## config.mk

```make
export PLATFORM = sky130hd
export DESIGN_NAME = term_writer
export DESIGN_NICKNAME = d
export VERILOG_FILES = /design/src/rtl/term_writer.sv
export SDC_FILE = /design/constraint.sdc
export NUM_CORES = 1
export LEC_CHECK = 0
export CAP_MARGIN = 20
export CORE_ASPECT_RATIO = 0.7
export CORE_MARGIN = 3
export CORE_UTILIZATION = 45
export DETAILED_ROUTE_END_ITERATION = 12
export HOLD_SLACK_MARGIN = 0.08
export PLACE_DENSITY = 0.73
export SYNTH_ARGS = -nofsm -noshare
export SYNTH_HDL_FRONTEND = slang
export SYNTH_SLANG_ARGS = --single-unit
```

## constraint.sdc

```tcl
create_clock -name i_clk -period 2.6 [get_ports i_clk]
set_input_delay 0.26 -clock i_clk [delete_from_list [all_inputs] [get_ports i_clk]]
set_output_delay 0.26 -clock i_clk [all_outputs]
set_load 0.02 [all_outputs]
```

## src/rtl/term_writer.sv

```systemverilog
// term_writer: character-level terminal controller.
//
// Accepts received bytes over a valid/ready handshake and turns them into
// screen VRAM writes at a hardware cursor. Printable bytes (0x20..0x7E) are
// written at the cursor and advance it; CR, BS and LF move the cursor; LF and
// a line wrap clear the newly entered row; FF hands the whole screen over to
// the external screen-clear block and homes the cursor once it is done.
//
// Ports:
//   i_clk          system clock; state changes on the falling edge so VRAM,
//                  which samples on the rising edge, sees stable signals
//   i_rst          asynchronous active-high reset
//   i_data/i_valid received byte and its valid flag
//   o_ready        high only in IDLE; a byte is taken when i_valid & o_ready
//   o_clr_start    one-cycle start pulse to the screen-clear block
//   i_clr_running  busy flag from the screen-clear block
//   o_vram_addr    VRAM address {row, col}
//   o_vram_din     VRAM write data, {1'b0, char} or FILL
//   o_vram_w       VRAM write enable
//   o_vram_ce      VRAM chip enable, always equal to o_vram_w
//   o_cursor       cursor address {row, col} for the cursor overlay

module term_writer #(
  parameter logic [8:0] FILL     = 9'h000,
  parameter logic [5:0] LAST_COL = 6'd63,
  parameter logic [4:0] LAST_ROW = 5'd31
) (
  input  logic        i_clk,
  input  logic        i_rst,
  input  logic [7:0]  i_data,
  input  logic        i_valid,
  output logic        o_ready,
  output logic        o_clr_start,
  input  logic        i_clr_running,
  output logic [10:0] o_vram_addr,
  output logic [8:0]  o_vram_din,
  output logic        o_vram_w,
  output logic        o_vram_ce,
  output logic [10:0] o_cursor
);

  // Reset state is StClrReq so the screen gets cleared at power-up.
  localparam logic [2:0] StClrReq    = 3'd0;
  localparam logic [2:0] StClrWaitHi = 3'd1;
  localparam logic [2:0] StClrWaitLo = 3'd2;
  localparam logic [2:0] StIdle      = 3'd3;
  localparam logic [2:0] StWrite     = 3'd4;
  localparam logic [2:0] StRowClr    = 3'd5;

  localparam logic [7:0] ChBs = 8'h08;
  localparam logic [7:0] ChLf = 8'h0A;
  localparam logic [7:0] ChFf = 8'h0C;
  localparam logic [7:0] ChCr = 8'h0D;

  logic [2:0] state_q, state_d;
  logic [4:0] row_q, row_d;
  logic [5:0] col_q, col_d;
  logic [5:0] k_q, k_d;
  logic [7:0] data_q, data_d;
  logic       clr_start_q, clr_start_d;

  logic [4:0] row_inc;
  logic       printable;
  logic       vram_w;

  assign row_inc   = (row_q == LAST_ROW) ? 5'd0 : row_q + 5'd1;
  assign printable = (i_data >= 8'h20) && (i_data <= 8'h7E);

  // Next-state logic
  always_comb begin
    state_d     = state_q;
    row_d       = row_q;
    col_d       = col_q;
    k_d         = k_q;
    data_d      = data_q;
    clr_start_d = 1'b0;

    case (state_q)
      StIdle: begin
        if (i_valid) begin
          data_d = i_data;
          if (printable) begin
            state_d = StWrite;
          end else begin
            case (i_data)
              ChCr: col_d = 6'd0;
              ChBs: begin
                if (col_q != 6'd0) col_d = col_q - 6'd1;
              end
              ChLf: begin
                row_d   = row_inc;
                k_d     = 6'd0;
                state_d = StRowClr;
              end
              ChFf: begin
                // Start pulse is registered: raise it together with entry to StClrReq.
                state_d     = StClrReq;
                clr_start_d = 1'b1;
              end
              default: ;
            endcase
          end
        end
      end

      StWrite: begin
        if (col_q == LAST_COL) begin
          col_d   = 6'd0;
          row_d   = row_inc;
          k_d     = 6'd0;
          state_d = StRowClr;
        end else begin
          col_d   = col_q + 6'd1;
          state_d = StIdle;
        end
      end

      StRowClr: begin
        if (k_q == LAST_COL) begin
          k_d     = 6'd0;
          state_d = StIdle;
        end else begin
          k_d = k_q + 6'd1;
        end
      end

      StClrReq: state_d = StClrWaitHi;

      StClrWaitHi: begin
        if (i_clr_running) state_d = StClrWaitLo;
      end

      StClrWaitLo: begin
        if (!i_clr_running) begin
          row_d   = 5'd0;
          col_d   = 6'd0;
          state_d = StIdle;
        end
      end

      default: begin
        state_d     = StClrReq;
        clr_start_d = 1'b1;
      end
    endcase
  end

  // State register on the falling edge; VRAM samples on the rising edge.
  always_ff @(negedge i_clk or posedge i_rst) begin
    if (i_rst) begin
      state_q     <= StClrReq;
      row_q       <= 5'd0;
      col_q       <= 6'd0;
      k_q         <= 6'd0;
      data_q      <= 8'd0;
      clr_start_q <= 1'b1;
    end else begin
      state_q     <= state_d;
      row_q       <= row_d;
      col_q       <= col_d;
      k_q         <= k_d;
      data_q      <= data_d;
      clr_start_q <= clr_start_d;
    end
  end

  // VRAM port: only WRITE and ROWCLR drive it, so the clear block owns VRAM
  // whenever it is running.
  always_comb begin
    vram_w      = 1'b0;
    o_vram_addr = 11'd0;
    o_vram_din  = 9'd0;
    case (state_q)
      StWrite: begin
        vram_w      = 1'b1;
        o_vram_addr = {row_q, col_q};
        o_vram_din  = {1'b0, data_q};
      end
      StRowClr: begin
        vram_w      = 1'b1;
        o_vram_addr = {row_q, k_q};
        o_vram_din  = FILL;
      end
      default: ;
    endcase
  end

  assign o_vram_w    = vram_w;
  assign o_vram_ce   = vram_w;
  assign o_ready     = (state_q == StIdle);
  assign o_clr_start = clr_start_q;
  assign o_cursor    = {row_q, col_q};

endmodule

```

Yosys cells after proc, flatten, opt, wreduce, memory -nomap -nowiden
Index checks and enable logic that the tools add are counted.
Operators by class
  order comparisons: 2
  equality and inequality tests: 22
  add/subtract/negate cells: 4
  reduce and logical (&&, ||, !) cells: 12
  mux-type cells: 35
Operator list (number)
  $mux W6: 10
  $pmux W6 S3: 2
  $eq A8 B4 Y1 const B: 4
  $mux W5: 6
  $pmux W11 S2: 1
  $mux W3: 6
  $pmux W3 S6: 1
  $pmux W5 S3: 1
  $add A6 B1 Y6 const B: 2
  $eq A6 B6 Y1 const B: 2
  $ne A2 B2 Y1 const B: 6
  $pmux W6 S2: 1
  $reduce_and A6 Y1: 2
  $reduce_and A5 Y1: 2
  $ge A8 B6 Y1 const B: 1
  $le A8 B7 Y1 const B: 1
  $mux W8: 1
  $eq A3 B2 Y1 const B: 2
  $eq A3 B3 Y1 const B: 2
  $pmux W3 S2: 1
  $reduce_bool A3 Y1: 2
  $reduce_bool A6 Y1: 1
  $sub A6 B1 Y6 const B: 1
  $add A5 B1 Y5 const B: 1
  other kinds (13): 16
Word-level totals
  bits in registers: 29
  input bits: 12
  output and inout port bits: 35

Longest topological paths before layout
Gate-level depths: netlist of run 1.
  depth in word-level cells: 6
  mapped depth: 8
  gate-level depth less buffers: 7

==> impl_metrics.env, run 1 <==
export IMPL_drt_pass1_iterations=5
export IMPL_routabilityCongestion=0.8841
export IMPL_antenna_left=0
export IMPL_slowest_delay_ps=530
export IMPL_cts_buffer_depth=2
export IMPL_yosys_warnings=0
export IMPL_root_buffer="clkbuf_8"
export IMPL_reg2reg_slack_ps=30
export IMPL_grt_usage_pct=26.05
export IMPL_initial_core_util_pct=49.32
export IMPL_timing_rr_start="state_q[0]"
export IMPL_finalHoldViolations=0
export IMPL_finalSetupTns_ps=-9041
export IMPL_path_clk_slew_ps=50
export IMPL_drive_gt1_share_pct=62.12
export IMPL_fin_ws_ps=-413.6
export IMPL_async_flop_share_pct=100.0
export IMPL_grt_pass1_wl_um=10990
export IMPL_syn_avg_cell_area_um2=9.261
export IMPL_arrival_ps=2750
export IMPL_drt_iter0_drc=169
export IMPL_synth_seq_cells=29
export IMPL_h_tree_depth=2
export IMPL_antenna_found_initial=0
export IMPL_insertion_delay_ps=360
export IMPL_synth_nets=237
export IMPL_worstSetupPathType="flop to output port"
export IMPL_crit_start="state_q[0]"
export IMPL_nets=347
export IMPL_vias=2324
export IMPL_p_sw_mw=1.457
export IMPL_synth_edff_count=0
export IMPL_status="finished, violations left"
export IMPL_fp_dieH_um=62.17
export IMPL_internal_power_mw=1.879
export IMPL_synth_area_leaders="dfrtn_1 35%, o21ai_0 5.4%, mux2_2 4.4%"
export IMPL_dieArea_um2=5362
export IMPL_cts_tree="built"
export IMPL_worstHoldPathCells=1
export IMPL_netlist_area_leader_share_pct=34.55
export IMPL_p_sw_share_pct=43.67
export IMPL_crit_path_end_kind="output port"
export IMPL_syn_inst=219
export IMPL_setup_viol=43
export IMPL_n_fill_cell=203
export IMPL_violations="negative setup slack"
export IMPL_row_count=19
export IMPL_yosysSeqAreaShare_pct=35.84
export IMPL_slew_violations=0
export IMPL_power_density_nw_per_um2=944.6
export IMPL_first_global_vias=2237
export IMPL_antenna_cells=0
export IMPL_yosysMostFrequentCell="dfrtn_1"
export IMPL_vdd_ir_drop_max_v=0.0006710
export IMPL_r2r_end="col_q[0]"
export IMPL_port_buffers=45
export IMPL_routed_via_density=6.084
export IMPL_hp_class="flop to flop"
export IMPL_die_w_um=86.24
export IMPL_syn_area_um2=2028
export IMPL_crit_required_ps=2340
export IMPL_cts_hold_fix_buffers=0
export IMPL_clock_sinks=29
export IMPL_clkPwrFrac_pct=13.5
export IMPL_leakagePower_nw=1.609
export IMPL_synth_commonest_cells="28 x dfrtn_1, 22 x o21ai_0, 16 x nor2_1"
export IMPL_r2r_cells=9
export IMPL_cp_cell_sequence="buf_8 > mux2i_4 > nor2_2 > buf_6"
export IMPL_grt_overflow_total=0
export IMPL_path_max_fanout=6
export IMPL_synth_top_flop_cell="dfrtn_1"
export IMPL_cp_start_kind="flop"
export IMPL_totalPowerFinal_mw=3.336
export IMPL_crit_slowest_cell="dfrtn_1"
export IMPL_yosys_area_top_type="dfrtn_1"
export IMPL_critPathCapture="o_vram_addr[4]"
export IMPL_grt_max_degree=30
export IMPL_core_area_um2=4113
export IMPL_slew_headroom_pct=57.42
export IMPL_p_comb_share_pct=64.8
export IMPL_seq_power_share_pct=21.7
export IMPL_max_cap_violations=0
export IMPL_drt_total_wl_um=8178
export IMPL_wl_per_cell_um=21.41
export IMPL_rsz0062_at_grt="yes"
export IMPL_clock_skew_ps=54.45
export IMPL_synth_cell_types=57
export IMPL_cts_made_buffers=5
export IMPL_io_pins=47
export IMPL_tightest_slew_ps=634.5
export IMPL_post_dp_hpwl_um=4125
export IMPL_drc=0
export IMPL_syn_to_final_growth_pct=74.15
[cells by family (layout without fill, tap and decap cells)]
family	Yosys count	after routing	share of synthesized area (%)
other	1	1	0.1849
buffers and inverters	23	134	5.922
adders and majority gates	6	6	3.701
AOI/OAI and AO/OA	60	60	21.59
and+or+nand+nor	79	79	21.96
muxes	16	16	8.637
DFF	29	29	35.84
xor gates and xnor gates	5	5	2.160
[critical path, delay by kind of cell, from the launching register on]
family / cells / cell delay, ps
buffers and inverters: 2 / 320
DFF: 1 / 530
muxes: 1 / 240
and+or+nand+nor: 1 / 60
[worst min-delay path by stage]
stage              start         to  slack (ps)
6_report       data_q[2]  data_q[2]         460
4_1_cts        data_q[3]  data_q[3]         460
5_1_grt        data_q[3]  data_q[3]         480
3_3_place_gp   data_q[7]  data_q[7]         450
3_5_place_dp   data_q[3]  data_q[3]         460
2_1_floorplan     k_q[2]     k_q[2]         420
[flip-flops by register name, indices dropped and copies added (netlist names)]
| name | cells |
|---|---|
| col_q | 6 |
| data_q | 8 |
| k_q | 6 |
| o_clr_start | 1 |
| row_q | 5 |
| state_q | 3 |
[final cells by class]
cell class	count	area, µm²	area share (%)
clock buffer	7	96.34	2.728
clock inverter	2	8.758	0.2480
inverter	6	30.03	0.8502
multi-input combinational	167	1528	43.25
sequential	29	726.9	20.58
tap	52	65.06	1.842
timing repair buffer	119	1077	30.50
[power by group through the flow]
stage	clock, mW	combinational [mW]	sequential [mW]
final	0.450	2.16	0.724
after global routing	0.475	2.27	0.739
after CTS	0.433	1.83	0.704
after detailed placement	0.00481	1.49	0.705
after global placement	0.00481	1.46	0.699
after floorplan	0.00481	0.920	0.773
[cell usage in the layout, fill, tap and decap left out, drive strengths merged, types with 2 or more instances in the layout]
master / count
buf: 112
dfrtn: 28
o21ai: 23
nor2: 16
and2: 14
nand2: 12
clkbuf: 12
nand3: 11
mux2: 9
o31ai: 8
inv: 7
mux2i: 7
ha: 6
a21oi: 6
and3: 4
o32a: 4
xnor2: 3
nand2b: 3
nor2b: 3
o211ai: 2
nand4b: 2
a311o: 2
or2: 2
a32o: 2
a21o: 2
xor2: 2
nand4: 2
o2111ai: 2
nor3: 2
[routing by layer]
metal,track usage [%],up-vias,wire [µm]
met5,0,-,0
met2,40.77,122,3898
li1,-,1019,-
met4,12.65,0,329
met1,34.18,1149,3371
met3,5.284,34,578
[what timing repair did]
action	4_1_cts	5_1_grt
pin swaps	34	19
buffers inserted	13	5
setup endpoints to repair	58	50
hold endpoints to repair	0	0
gates resized for setup	255	64
cloned	1	0
[through the flow]
| stage | util [%] | setup slack, ps | instance area [µm²] | std cells | hold WS (ps) |
|---|---|---|---|---|---|
| final | 85.88 | -413.6 | 3532 | 382 | 464.0 |
| after global routing | 85.88 | -461.2 | 3532 | 382 | 478.1 |
| after CTS | 81.20 | -435.1 | 3339 | 379 | 458.0 |
| after detailed placement | 72.56 | -936.2 | 2984 | 357 | 458.1 |
| after global placement | 72.56 | -870.2 | 2984 | 357 | 447.1 |
| after floorplan | - | -255.7 | 2198 | 219 | 424.8 |
Power figures use the tool's default switching activity.
==> run 2: changes to the inputs <==
--- a/config.mk
+++ b/config.mk
@@ -11,7 +11,8 @@
 export CORE_UTILIZATION = 45
 export DETAILED_ROUTE_END_ITERATION = 12
 export HOLD_SLACK_MARGIN = 0.08
-export PLACE_DENSITY = 0.73
+export MAX_ROUTING_LAYER = met4
+export PLACE_DENSITY = 0.76
 export SYNTH_ARGS = -nofsm -noshare
 export SYNTH_HDL_FRONTEND = slang
 export SYNTH_SLANG_ARGS = --single-unit
==> constraint.sdc (replaced) <==
create_clock -name i_clk -period 2.55 [get_ports i_clk]
set_input_delay 0.255 -clock i_clk [delete_from_list [all_inputs] [get_ports i_clk]]
set_output_delay 0.255 -clock i_clk [all_outputs]
set_load 0.02 [all_outputs]
==> run 2 against run 1 <==
Core utilization is 0.18 points lower. Global-route usage is 1.3 points higher. First-iteration DRC count is 8.9% lower. Design area is 0.21% lower. Hold slack worse by 11 ps. Count of clock-buffer cells in the layout is 1 lower. Highest routed layer unchanged. Cell count is 0.52% higher. The flow still finishes with violations (negative setup slack). Register-to-register slack better by 50 ps. Die area stayed put. Sequential cell count stayed put. Sequential share of layout area hardly changed. Largest power group unchanged.
==> impl_metrics.env, run 2 (synthesized netlist as in run 1, its figures left out) <==
export IMPL_rsz0062_at_grt="yes"
export IMPL_drt_iter0_drc=154
export IMPL_antenna_found_initial=0
export IMPL_final_cell_mix="66 x buf_4, 39 x buf_6, 28 x dfrtn_1"
export IMPL_drive_gt1_share_pct=59.94
export IMPL_cp_start_kind="flop"
export IMPL_cp_depth=5
export IMPL_row_count=19
export IMPL_drt_total_wl_um=7805
export IMPL_power_density_nw_per_um2=924.4
export IMPL_grt_max_degree=14
export IMPL_grt_overflow_total=0
export IMPL_cp_top_family="buffers and inverters"
export IMPL_setup_viol=45
export IMPL_p_sw_share_pct=44.41
export IMPL_p_comb_share_pct=65.6
export IMPL_cp_cell_sequence="buf_4 > nor3b_4 > buf_12 > and2_4 > buf_6"
export IMPL_worstSetupPathType="flop to output port"
export IMPL_largest_reg_flops=8
export IMPL_clock_skew_ps=52.39
export IMPL_die_w_um=86.24
export IMPL_slowest_delay_ps=380
export IMPL_r2r_cells=8
export IMPL_routabilityCongestion=0.9152
export IMPL_final_common_cell="buf_4"
export IMPL_drt_pass1_iterations=6
export IMPL_crit_path_end_kind="output port"
export IMPL_vias=2343
export IMPL_wl_per_cell_um=20.33
export IMPL_routed_via_density=6.102
export IMPL_arrival_ps=2720
export IMPL_reg_top3="data_q: 8 flops, col_q: 6 flops, k_q: 6 flops"
export IMPL_core_area_um2=4113
export IMPL_vdd_ir_drop_max_v=0.0007848
export IMPL_worst_path_buf_inv=3
export IMPL_clkPwrFrac_pct=12.2
export IMPL_path_max_fanout=9
export IMPL_utilization_pct=85.70
export IMPL_path_clk_slew_ps=50
export IMPL_p_sw_mw=1.447
export IMPL_finalHoldViolations=0
export IMPL_first_global_vias=2186
export IMPL_hp_class="flop to flop"
export IMPL_dp_cells=357
export IMPL_h_tree_depth=2
export IMPL_fin_ws_ps=-420.0
export IMPL_syn_to_final_growth_pct=73.78
export IMPL_antenna_left=0
export IMPL_dieArea_um2=5362
export IMPL_layout_cells_non_filler=384
export IMPL_root_buffer="clkbuf_8"
export IMPL_n_fill_cell=210
export IMPL_crit_slowest_cell="dfrtn_1"
export IMPL_antenna_cells=0
export IMPL_seq_power_share_pct=22.3
export IMPL_port_buffers=45
export IMPL_max_cap_violations=0
export IMPL_io_pins=47
export IMPL_cts_made_buffers=5
export IMPL_dpl_worst_slack_ps=-921.9
export IMPL_regArea_um2=726.9
export IMPL_crit_required_ps=2300
export IMPL_clock_sinks=29
export IMPL_insertion_delay_ps=350
export IMPL_post_dp_hpwl_um=4444
export IMPL_status="finished, violations left"
export IMPL_drc=0
export IMPL_initial_core_util_pct=49.32
export IMPL_violations="negative setup slack"
export IMPL_tightest_slew_ps=674.4
export IMPL_multiInputGateArea_um2=1529
export IMPL_cts_buffer_depth=2
export IMPL_worstHoldPathCells=1
export IMPL_cts_hold_fix_buffers=0
export IMPL_slew_headroom_pct=54.74
export IMPL_regMostFlops="data_q"
export IMPL_cts_tree="built"
export IMPL_leakagePower_nw=1.606
export IMPL_grt_usage_pct=27.30
export IMPL_grt_pass1_wl_um=11150
export IMPL_fp_dieH_um=62.17
export IMPL_whs_ps=452.7
export IMPL_nets=349
export IMPL_internal_power_mw=1.811
export IMPL_slew_violations=0
run 2: path summary, 6_finish.rpt:
path,start,to,slack [ps]
setup / recovery,state_q[1],o_vram_din[2],-420
hold / removal,data_q[3],data_q[3],450
setup reg to reg,col_q[0],row_q[3],80
hold reg to reg,data_q[3],data_q[3],450
max in group asynchronous,i_rst,state_q[0],700
min in group asynchronous,i_rst,row_q[0],1400
run 2: what timing repair did:
action / in CTS / in global routing
pin swaps: 23 / 20
endpoints found under the setup margin: 63 / 52
gates resized for setup: 258 / 58
buffers inserted: 16 / 9
run 2: cell type report:
type,count,area share (%)
sequential,29,20.62
inverter,6,0.7810
multi-input combinational,167,43.38
timing repair buffer,121,30.92
tap,52,1.846
clock inverter,3,0.3905
clock buffer,6,2.059
run 2: metrics by stage:
stage	instance area, µm²	total power, mW	setup TNS (ps)
finish	3525	3.258	-11080
global route	3525	3.404	-13210
CTS	3293	2.938	-7766
detailed placement	2989	2.266	-32520
global placement	2989	2.222	-30970
floorplan	2203	1.736	-2331
run 2: power by group through the flow:
| stage | logic (mW) | clock network (mW) | registers [mW] |
|---|---|---|---|
| detailed placement | 1.54 | 0.00491 | 0.725 |
| global route | 2.25 | 0.416 | 0.742 |
| floorplan | 0.943 | 0.00491 | 0.788 |
| CTS | 1.83 | 0.391 | 0.717 |
| finish | 2.14 | 0.396 | 0.725 |
| global placement | 1.50 | 0.00491 | 0.717 |
run 2: metal layers:
metal | vias up | GRT usage (%) | routed length, µm
met5 | - | - | 0
met4 | 0 | 11.87 | 295
met3 | 34 | 4.491 | 729
met2 | 154 | 41.15 | 3619
met1 | 1126 | 36.18 | 3161
li1 | 1029 | - | -
==> run 3: changes to the inputs <==
--- a/config.mk
+++ b/config.mk
@@ -5,11 +5,12 @@
 export SDC_FILE = /design/constraint.sdc
 export NUM_CORES = 1
 export LEC_CHECK = 0
-export CAP_MARGIN = 20
+export CAP_MARGIN = 10
 export CORE_ASPECT_RATIO = 0.7
 export CORE_MARGIN = 3
 export CORE_UTILIZATION = 45
 export DETAILED_ROUTE_END_ITERATION = 12
+export GPL_TIMING_DRIVEN = 0
 export HOLD_SLACK_MARGIN = 0.08
 export MAX_ROUTING_LAYER = met4
 export PLACE_DENSITY = 0.76
==> run 3 against run 2 <==
The flow still finishes with violations (negative setup slack). Worst setup slack got worse by 69 ps. Clock skew increased by 25 ps. Sequential power increased by 2%. Critical endpoint is now o_vram_addr[3]. Register-to-register slack about the same. First-iteration DRC count decreased by 28%. Critical path depth increased by 1. Design area decreased by 3.0%. Sequential cell count unchanged.
==> impl_metrics.env, run 3 (synthesized netlist as in run 1, its figures left out) <==
export IMPL_root_buffer="clkbuf_8"
export IMPL_cts_made_buffers=5
export IMPL_totalPowerFinal_mw=3.290
export IMPL_drive_gt1_share_pct=57.37
export IMPL_port_buffers=45
export IMPL_power_density_nw_per_um2=962.5
export IMPL_final_common_cell="buf_4"
export IMPL_arrival_ps=2780
export IMPL_dpl_worst_slack_ps=-1105
export IMPL_max_cap_violations=0
export IMPL_crit_path_end_kind="output port"
export IMPL_nets=336
export IMPL_path_clk_slew_ps=50
export IMPL_vias=2156
export IMPL_largest_reg_flops=8
export IMPL_rsz0062_at_grt="yes"
export IMPL_vdd_ir_drop_max_v=0.0007377
export IMPL_status="finished, violations left"
export IMPL_final_area_um2=3418
export IMPL_grt_pass1_wl_um=10570
export IMPL_drt_iter0_drc=111
export IMPL_initial_core_util_pct=49.32
export IMPL_row_count=19
export IMPL_grt_usage_pct=25.87
export IMPL_finalSetupTns_ps=-9227
export IMPL_whs_ps=456.5
export IMPL_clock_skew_ps=77.42
export IMPL_tightest_slew_ps=591.9
export IMPL_antenna_cells=0
export IMPL_reg_top3="data_q: 8 flops, col_q: 6 flops, k_q: 6 flops"
export IMPL_fin_ws_ps=-489.3
export IMPL_first_global_vias=2111
export IMPL_drc=0
export IMPL_dieArea_um2=5362
export IMPL_drt_total_wl_um=7052
export IMPL_cts_hold_fix_buffers=0
export IMPL_drt_pass1_iterations=4
export IMPL_syn_to_final_growth_pct=68.54
export IMPL_crit_required_ps=2300
export IMPL_hp_class="flop to flop"
export IMPL_finalHoldViolations=0
export IMPL_dp_cells=316
export IMPL_io_pins=47
export IMPL_regMostFlops="data_q"
export IMPL_violations="negative setup slack"
export IMPL_clock_sinks=29
export IMPL_setup_viol=39
export IMPL_layout_cells_non_filler=371
export IMPL_slew_headroom_pct=60.28
export IMPL_worstSetupPathType="flop to output port"
export IMPL_cts_buffer_depth=2
export IMPL_n_fill_cell=223
export IMPL_routabilityCongestion=0.8730
export IMPL_path_max_fanout=5
export IMPL_antenna_found_initial=0
export IMPL_cts_tree="built"
export IMPL_die_w_um=86.24
export IMPL_grt_max_degree=30
export IMPL_final_cell_mix="39 x buf_4, 38 x buf_6, 28 x dfrtn_1"
export IMPL_utilization_pct=83.12
export IMPL_routed_via_density=5.811
export IMPL_antenna_left=0
export IMPL_fp_dieH_um=62.17
export IMPL_h_tree_depth=2
export IMPL_core_area_um2=4113
export IMPL_wl_per_cell_um=19.01
export IMPL_leakagePower_nw=1.560
export IMPL_insertion_delay_ps=360
export IMPL_placed_area_um2=2719
export IMPL_grt_overflow_total=0
export IMPL_post_dp_hpwl_um=3616
export IMPL_cp_start_kind="flop"
export IMPL_slew_violations=0
[run 3: cell types whose count changed in the layout (fill, tap and decap cells not counted), moves of 3 or more]
cell	delta
o31ai_2	+4
o31ai_4	-3
buf_4	-27
nor2_2	+4
clkbuf_2	+4
nor2_4	-4
buf_2	+5
clkbuf_1	+3
mux2i_4	-3
[run 3: worst paths after layout]
kind | startpoint | end | slack (ps) | depth (start not counted)
max | state_q[0] | o_vram_addr[3] | -490 | 6
max reg2reg | col_q[1] | row_q[3] | 90 | 9
max in group asynchronous | i_rst | o_clr_start | 510 | 3
min in group asynchronous | i_rst | k_q[2] | 1450 | 2
min reg2reg | k_q[3] | k_q[3] | 460 | 1
min | k_q[3] | k_q[3] | 460 | 1
[run 3: routing by layer]
metal / vias up / track usage (%) / wire length [µm] / share of wire (%)
met5: - / - / 0 / 0
met4: 0 / 5.837 / 149 / 2.1
met3: 22 / 5.680 / 476 / 6.7
met2: 92 / 40.10 / 3273 / 46
met1: 1045 / 34.73 / 3152 / 45
li1: 997 / - / - / -
[run 3: where the power goes]
group          switching, mW  internal, mW
combinational           1.09          1.07
clock                  0.191         0.196
sequential             0.119         0.622
total                   1.40          1.89
[run 3: worst max-delay path: stages (launching register included)]
cell       delay (ps)
dfrtn_1           400
buf_6             120
clkbuf_16         150
buf_12            130
mux2i_2           240
nor2_2             60
buf_6             130
[run 3: what timing repair did]
item | 4_1_cts | 5_1_grt
gates resized for setup | 243 | 66
buffers inserted | 40 | 7
endpoints found under the setup margin | 63 | 50
gates cloned | 2 | 0
pin swaps | 28 | 26
[run 3: area by class of cell]
type                            count  area, µm²  area share, %
Buffer                             13      145.1          4.246
Tap cell                           52      65.06          1.903
Sequential cell                    29      726.9          21.27
Inverter                            6      30.03         0.8785
Multi-Input combinational cell    168       1474          43.12
Clock inverter                      1      3.754         0.1098
Timing Repair Buffer               94      893.4          26.13
Clock buffer                        8      80.08          2.343
